`config.mk`:
```
export PLATFORM = sky130hd
export DESIGN_NAME = uart_tx_arbiter
export DESIGN_NICKNAME = d
export VERILOG_FILES = /design/src/rtl/uart_pkg.sv /design/src/rtl/rr_pick.sv /design/src/rtl/uart_tx_arbiter.sv
export SDC_FILE = /design/constraint.sdc
export NUM_CORES = 1
export LEC_CHECK = 0
export CAP_MARGIN = 10
export CORE_MARGIN = 2
export CORE_UTILIZATION = 54
export CTS_CLUSTER_SIZE = 28
export DETAILED_ROUTE_END_ITERATION = 6
export PLACE_DENSITY_LB_ADDON = 0.2
export RECOVER_POWER = 50
export SYNTH_ARGS = -nofsm -noshare
export SYNTH_HDL_FRONTEND = slang
export SYNTH_SLANG_ARGS = --single-unit
```
`constraint.sdc`:
```
create_clock -name clk -period 4 [get_ports clk]
set_input_delay 1.2 -clock clk [delete_from_list [all_inputs] [get_ports clk]]
set_output_delay 1.2 -clock clk [all_outputs]
set_load 0.05 [all_outputs]
```
`src/rtl/uart_pkg.sv`:
```
// Shared constants for the UART transmit path: byte width, baud timing,
// arbiter state encoding and a width helper for saturating counters.
package uart_pkg;

  localparam int DATA_W       = 8;
  localparam int CLK_FREQ     = 100_000_000;
  localparam int BAUD         = 9600;
  localparam int CLKS_PER_BIT = (CLK_FREQ + BAUD / 2) / BAUD;

  localparam logic [1:0] ST_IDLE      = 2'd0;
  localparam logic [1:0] ST_LOAD      = 2'd1;
  localparam logic [1:0] ST_WAIT_DONE = 2'd2;
  localparam logic [1:0] ST_GAP       = 2'd3;

  // Bits needed to hold values 0..max_val, never less than one.
  function automatic int bits_for(input int max_val);
    int w;
    w = 1;
    while ((longint'(1) << w) <= longint'(max_val)) w++;
    return w;
  endfunction

endpackage

```
`src/rtl/rr_pick.sv`:
```
// Combinational round-robin select: first set request at or above ptr,
// wrapping around, returned as one-hot grant plus binary index.
module rr_pick #(
  parameter int N    = 4,
  parameter int ID_W = 2
) (
  input  logic [N-1:0]    req,
  input  logic [ID_W-1:0] ptr,
  output logic [N-1:0]    grant,
  output logic [ID_W-1:0] idx,
  output logic            any_req
);

  function automatic logic [ID_W-1:0] wrap_idx(input int v);
    return ID_W'(v % N);
  endfunction

  // NOTE: every output gets a default before the search loop so no latch is inferred.
  always_comb begin
    grant   = '0;
    idx     = '0;
    any_req = 1'b0;
    for (int i = 0; i < N; i++) begin
      if (!any_req && req[wrap_idx(int'(ptr) + i)]) begin
        any_req                         = 1'b1;
        idx                             = wrap_idx(int'(ptr) + i);
        grant[wrap_idx(int'(ptr) + i)]  = 1'b1;
      end
    end
  end

endmodule

```
`src/rtl/uart_tx_arbiter.sv`:
```
// Packet-granular round-robin arbiter in front of a shared UART serializer,
// with an inter-packet idle gap and a stall timeout on the granted owner.
module uart_tx_arbiter
  import uart_pkg::*;
#(
  parameter int NUM_REQ      = 4,
  parameter int DATA_W       = uart_pkg::DATA_W,
  parameter int GAP_CLKS     = uart_pkg::CLKS_PER_BIT,
  parameter int TIMEOUT_CLKS = 1_000_000
) (
  input  logic                        clk,
  input  logic                        reset,
  input  logic [NUM_REQ-1:0]          req_valid_i,
  input  logic [NUM_REQ*DATA_W-1:0]   req_data_i,
  input  logic [NUM_REQ-1:0]          req_last_i,
  output logic [NUM_REQ-1:0]          req_ready_o,
  output logic [DATA_W-1:0]           tx_data_o,
  output logic                        tx_start_o,
  input  logic                        tx_busy_i,
  input  logic                        tx_done_i,
  output logic [NUM_REQ-1:0]          grant_o,
  output logic                        busy_o,
  output logic                        timeout_o,
  output logic [$clog2(NUM_REQ)-1:0]  timeout_id_o
);

  localparam int ID_W  = $clog2(NUM_REQ);
  localparam int GAP_W = bits_for(GAP_CLKS);
  localparam int TO_W  = bits_for(TIMEOUT_CLKS);

  logic [1:0]         state;
  logic [ID_W-1:0]    rr_ptr;
  logic [ID_W-1:0]    owner;
  logic               last_q;
  logic [GAP_W-1:0]   gap_cnt;
  logic [TO_W-1:0]    to_cnt;

  logic [NUM_REQ-1:0] pick_grant;
  logic [ID_W-1:0]    pick_idx;
  logic               pick_any;
  logic [DATA_W-1:0]  req_data_arr [NUM_REQ];
  logic               owner_valid;
  logic               fire;
  logic               stall_step;
  logic               stall_expire;
  logic [ID_W-1:0]    next_ptr;

  for (genvar k = 0; k < NUM_REQ; k++) begin : g_unpack
    assign req_data_arr[k] = req_data_i[k*DATA_W +: DATA_W];
  end

  rr_pick #(.N(NUM_REQ), .ID_W(ID_W)) u_rr_pick (
    .req     (req_valid_i),
    .ptr     (rr_ptr),
    .grant   (pick_grant),
    .idx     (pick_idx),
    .any_req (pick_any)
  );

  assign owner_valid  = req_valid_i[owner];
  assign fire         = (state == ST_LOAD) && owner_valid && !tx_busy_i;
  // A busy serializer freezes the stall count rather than advancing it.
  assign stall_step   = (state == ST_LOAD) && !owner_valid && !tx_busy_i;
  assign stall_expire = stall_step && (to_cnt >= TO_W'(TIMEOUT_CLKS - 1));
  assign next_ptr     = (owner == ID_W'(NUM_REQ - 1)) ? '0 : owner + 1'b1;
  assign busy_o       = (state != ST_IDLE);

  always_comb begin
    req_ready_o = '0;
    if (state == ST_LOAD) req_ready_o[owner] = owner_valid && !tx_busy_i;
  end

  // NOTE: state registers use non-blocking assignments so every branch sees pre-edge values.
  always_ff @(posedge clk or negedge reset) begin
    if (!reset) begin
      state        <= ST_IDLE;
      rr_ptr       <= '0;
      owner        <= '0;
      last_q       <= 1'b0;
      gap_cnt      <= '0;
      to_cnt       <= '0;
      grant_o      <= '0;
      tx_data_o    <= '0;
      tx_start_o   <= 1'b0;
      timeout_o    <= 1'b0;
      timeout_id_o <= '0;
    end else begin
      tx_start_o <= 1'b0;
      timeout_o  <= 1'b0;
      case (state)
        ST_IDLE: begin
          if (pick_any) begin
            grant_o <= pick_grant;
            owner   <= pick_idx;
            to_cnt  <= '0;
            state   <= ST_LOAD;
          end
        end
        ST_LOAD: begin
          if (fire) begin
            tx_data_o  <= req_data_arr[owner];
            last_q     <= req_last_i[owner];
            tx_start_o <= 1'b1;
            to_cnt     <= '0;
            state      <= ST_WAIT_DONE;
          end else if (owner_valid) begin
            to_cnt <= '0;
          end else if (stall_expire) begin
            timeout_o    <= 1'b1;
            timeout_id_o <= owner;
            grant_o      <= '0;
            rr_ptr       <= next_ptr;
            to_cnt       <= '0;
            gap_cnt      <= '0;
            state        <= (GAP_CLKS > 0) ? ST_GAP : ST_IDLE;
          end else if (stall_step) begin
            to_cnt <= to_cnt + 1'b1;
          end
        end
        ST_WAIT_DONE: begin
          if (tx_done_i) begin
            if (last_q) begin
              grant_o <= '0;
              rr_ptr  <= next_ptr;
              gap_cnt <= '0;
              state   <= (GAP_CLKS > 0) ? ST_GAP : ST_IDLE;
            end else begin
              to_cnt <= '0;
              state  <= ST_LOAD;
            end
          end
        end
        default: begin
          if (gap_cnt >= GAP_W'(GAP_CLKS - 1)) begin
            gap_cnt <= '0;
            state   <= ST_IDLE;
          end else begin
            gap_cnt <= gap_cnt + 1'b1;
          end
        end
      endcase
    end
  end

endmodule

```
### After elaboration in Yosys (flattened, before gate mapping)

Cells that the tools add are included.

| operators by class | value |
|---|---|
| reduce and logical (&&, ||, !) cells | 32 |
| $lt $le $gt $ge | 13 |
| bitwise operators | 8 |
| multiply operators | 0 |
| equal/unequal tests | 13 |
| multiplexer cells | 81 |
| shift-type cells | 0 |
| $add $sub $neg | 6 |
| div/mod/pow operators | 0 |

Operator list:

| kind | number |
|---|---|
| 2-to-1 mux 20 bit | 7 |
| 2-to-1 mux 14 bit | 6 |
| case mux 20 bit (3 select lines) | 1 |
| 2-to-1 mux 4 bit | 11 |
| case mux 14 bit (3 select lines) | 1 |
| 2-to-1 mux 2 bit | 17 |
| 2-to-1 mux 1 bit | 21 |
| adder 20 x 1 -> 20 bit (second input constant) | 1 |
| greater-or-equal comparator 20 bit (second input constant) | 1 |
| binary-select mux 8 bit (select 2 bit) | 1 |
| 2-to-1 mux 8 bit | 2 |
| less-than comparator 2 x 3 -> 1 bit (second input constant) | 5 |
| adder 14 x 1 -> 14 bit (second input constant) | 1 |
| greater-or-equal comparator 14 bit (second input constant) | 1 |
| logical AND 1 bit | 14 |
| != test 2 bit (second input constant) | 7 |
| binary-select mux 1 bit (select 2 bit) | 6 |
| bitwise OR 4 bit | 3 |
| case mux 4 bit (3 select lines) | 1 |
| AND reduction 6 bit | 2 |
| demux 1 bit (select 2 bit) | 5 |
| greater-or-equal comparator 2 x 1 -> 1 bit (second input constant) | 5 |
| AND reduction 5 bit | 2 |
| AND reduction 7 bit | 1 |
| other kinds (19) | 31 |

| storage, ports and cells | value |
|---|---|
| word-level logic and storage cells | 164 |
| bits in writable memories | 0 |
| input port bits | 44 |
| memories kept | 0 |
| bits in latches | 0 |
| bits in read-only memories | 0 |
| output and inout bits | 21 |
| bits in registers | 57 |

### Logic depth before layout (Yosys ltp)

| logic depth | value |
|---|---|
| depth after elaboration | 14 |
| depth in mapped cells | 10 |
| gate-level depth less buffers | 8 |

### Hierarchy

A second synthesis with hierarchy kept.

| unflattened totals | value |
|---|---|
| cells, all modules | 363 |
| area total of the unflattened synthesis | 3668.5 µm² |

By module, submodules not included:

| module | cells an instance | sequential area each (µm²) | area an instance (µm²) | instances |
|---|---|---|---|---|
| uart_tx_arbiter | 318 | 1426.4 | 3249.4 | 1 |
| rr_pick | 45 | 0.0 | 419.2 | 1 |

### Worst setup path after synthesis

Ideal clock, no wire load.

| timing | value |
|---|---|
| path kind | input port to output port |
| from | in req_valid_i[3] |
| to | out req_ready_o[0] |
| arrival time | 2.528 ns |
| required time | 2.800 ns |
| buffers on the path | 2 |
| path slack | 0.272 ns |
| cell stages on the path | 6 |
| cell sequence | clkbuf_1 -> mux4_2 -> nand3b_1 -> buf_2 -> inv_1 -> and2_1 |

| between the ends | value |
|---|---|
| cells in the longest elaborated chain, start to end | 5 |

Ends and longest elaborated chain:

| item | RTL line | RTL |
|---|---|---|
| start: declaration | uart_tx_arbiter.sv:13 | `input logic [NUM_REQ-1:0] req_valid_i,` |
| binary-select mux 1 bit (select 2 bit) | uart_tx_arbiter.sv:60 | `assign owner_valid = req_valid_i[owner];` |
| 2-to-1 mux 1 bit (not written as such) | uart_tx_arbiter.sv:60 |  |
| logical AND 1 bit | uart_tx_arbiter.sv:70 | `if (state == ST_LOAD) req_ready_o[owner] = owner_valid && !tx_busy_i;` |
| bitwise AND 4 bit (no line) | -- |  |
| 2-to-1 mux 4 bit | uart_tx_arbiter.sv:70 |  |
| end: declaration | uart_tx_arbiter.sv:16 | `output logic [NUM_REQ-1:0] req_ready_o,` |

Every way passes these cells. The select of a mux whose other input is x is not followed.

### Worst setup path after layout

Same ends and word-level chain as after synthesis.

==> impl_metrics.csv <==
group,metric,value,unit
outcome,outcome,"finished with violations",
outcome,violations,"max-capacitance violations, max-slew violations",
floorplan,placementRows,31,
place,dp_hpwl,6990,µm
clocking,cts_resized,0,
synthesis,synthFlopType,"dfrtp_1",
floorplan,coreArea,7140,µm²
floorplan,dieArea,7980,µm²
layout,layout.nets,571,
synthesis,ys_types,60,
drt,post_drt_wl_per_cell,15.4,µm
pwr,finalPower,3200,µW
pwr,ir_worst_vdd,0.000393,V
critical_path,timing.setup.critical_path_class,"primary input to output pin",
drt,vias,3599,
timing,hold_viol,0,
layout,fin_cells,613,
timing,setup_violations,0,
pwr,pwr_density_cell,649,nW/µm²
synthesis,yosys-top-cells-count,"69 x nand2_1, 57 x dfrtp_1, 32 x o21ai_0",
drt,drt-total-wl,9430,µm
clocking,insertion_delay,0.33,ns
timing,final.setup.tns,0,ns
synthesis,synth_fp_nets,505,
hold_path,hold_path_class,"register to register",
critical_path,startpoint_type,"primary input",
clocking,post_cts_buffers,0,
place,port_buffers,64,
run,cap_violations,1,
synthesis,yosys.area.top_type,"dfrtp_1",
layout,drive_above_1_share,10.9,%
timing,fin_crit_sh,98.2,%
timing,rsz0062_at_grt,"false",
synthesis,synth_edf_count,0,
drt,drc,0,
global_route,globalRouteTotalUtil,25.0,%
place,pre_cts_slack,0.0758,ns
timing,fmax,0.255,GHz
clocking,hold_buffers,0,
synthesis,syn_inst,443,
drt,dr.pass1.iters,5,
layout,nFillCells,591,
synthesis,yosysWarnings,0,
timing,period_needed,3.93,ns
floorplan,io_pins,65,
global_route,grt-ovfl-total,0,
clocking,cts-root-buf,"clkbuf_8",
floorplan,fp.dieW,89.3,µm
timing,fin_skew,0.0105,ns
clocking,htreeDepth,3,
global_route,grt_pass1_wl,15400,µm
timing,maxSlewViolCount,32,
layout,diodes,0,
clocking,path_clk_slew,0.06,ns
drt,detail-route-antenna-nets,0,
global_route,antenna_found_initial,0,
synthesis,synth.area.top_cells,"dfrtp_1 36%, nand2_1 6.6%, ha_1 5.7%",
synthesis,ys_ff_latch,57,
clocking,cts_max_path_buffers,2,
synthesis,post-synth-top-count-cell,"nand2_1",
critical_path,cp_max_fo,5,
pwr,leakagePower,0.00218,µW
drt,vias_per_cell,5.87,
clocking,cts_tree,"done",
clocking,numCtsBuffers,9,
critical_path,cp.required,2.80,ns
place,dpl.cell_count,597,
layout,areaGrowthSynthToFinish,25.5,%
floorplan,initial_core_util,55.1,%
synthesis,syn-cell-area,3930,µm²
synthesis,postSynth.asyncResetShare,100,%
timing,timing.final.ws_setup,0.0716,ns
synthesis,synth_area_per_cell,8.87,µm²
timing,worst_pin_slew,1.64,ns
timing,relSlewSlack,-9.53,%
synthesis,synth_seq_area_share,36.3,%
place,gp_congestion,0.896,
place,place_area,4720,µm²
global_route,grt_pass1_vias,3260,
floorplan,die_y,89.3,µm
critical_path,end_kind,"output pin",
critical_path,cp.arrival,2.73,ns
clocking,cts_num_sinks,57,
global_route,grt_max_degree,32,
drt,drt_iter0_markers,190,
layout,fin_area,4930,µm²
synthesis,synth_top_area_share,36.3,%
## worst paths after layout
path,start,end,slack [ns],cells after the start
min in group asynchronous,reset,tx_start_o$_DFF_PN0_,1.28,1
hold / removal,tx_data_o[6]$_DFFE_PN0P_,tx_data_o[6]$_DFFE_PN0P_,0.48,2
max in group asynchronous,reset,gap_cnt[8]$_DFFE_PN0P_,1.29,2
setup reg to reg,rr_ptr[1]$_DFFE_PN0P_,grant_o[2]$_DFFE_PN0P_,1.12,7
setup / recovery,req_valid_i[3],req_ready_o[0],0.07,6
hold reg to reg,tx_data_o[6]$_DFFE_PN0P_,tx_data_o[6]$_DFFE_PN0P_,0.48,2
## metal layers
layer / routed length (µm) / global-route usage (%) / up-vias
li1: - / - / 1736
met3: 540 / 5.91 / 14
met1: 3950 / 31.9 / 1744
met4: 155 / 7.60 / 0
met2: 4790 / 42.1 / 105
met5: 0 / 0 / -
## where the power goes
part,total [µW],internal [µW],switching (µW),leakage [µW]
combinational,1800,728,1070,0.00130
sequential,794,688,106,0.000766
clock,606,367,239,0.000113
## sequential cells by signal (all words and copies together) (netlist names), 2 cells and up
name          cells
timeout_id_o      2
to_cnt           20
tx_data_o         8
state             2
owner             2
rr_ptr            2
gap_cnt          14
grant_o           4
## placed cells by master (no fill, tap or decap), types with 3 or more instances in the layout
| cell | Yosys | layout |
|---|---|---|
| mux2_2 | 7 | 7 |
| a221oi_1 | 7 | 7 |
| and3_1 | 9 | 9 |
| a21o_1 | 8 | 8 |
| ha_1 | 18 | 18 |
| dfrtp_1 | 57 | 57 |
| or3_1 | 10 | 10 |
| buf_12 | 0 | 4 |
| clkbuf_8 | 0 | 10 |
| o21ai_0 | 32 | 31 |
| nor3_1 | 10 | 10 |
| and2_1 | 8 | 8 |
| nand4_1 | 6 | 6 |
| clkbuf_1 | 12 | 3 |
| inv_1 | 17 | 17 |
| clkdlybuf4s50_1 | 0 | 59 |
| nor2b_1 | 11 | 11 |
| a21oi_1 | 13 | 13 |
| o31ai_1 | 12 | 12 |
| a31oi_1 | 6 | 6 |
| nand3_1 | 27 | 27 |
| or4_1 | 3 | 3 |
| nand2_1 | 69 | 69 |
| nand2b_1 | 10 | 10 |
| buf_4 | 1 | 12 |
| mux4_2 | 9 | 9 |
| nor2_1 | 29 | 29 |
## final cells by class
type	count	area (µm²)	share of cell area (%)
repair buffers	78	773	15.7
clock buffers	11	141	2.87
well taps	99	124	2.51
flip-flops and latches	57	1430	28.9
clock inverters	5	78.8	1.60
multi-input cells	346	2330	47.2
inverters	17	63.8	1.29
## cells by family after synthesis
family	share of synthesized area, %
AND/OR/NAND/NOR	25.6
AO/OA/AOI/OAI	18.6
flip-flops	36.3
buffers and inverters	4.52
multiplexers	9.36
adder cells (fa/ha/maj)	5.73
## critical path, stage by stage
cell             delay, ns
clkdlybuf4s50_1       0.42
mux4_2                0.52
nand3b_1              0.14
inv_1                 0.10
and2_1                0.19
buf_12                0.15
## stage by stage
step	util, %	hold slack (ns)
global route	69.1	0.503
global placement	66.2	0.459
finish	69.1	0.478
CTS	69.2	0.484
detailed placement	66.2	0.469
floorplan	-	0.475
Note: power is estimated with default switching activity, not from simulation.
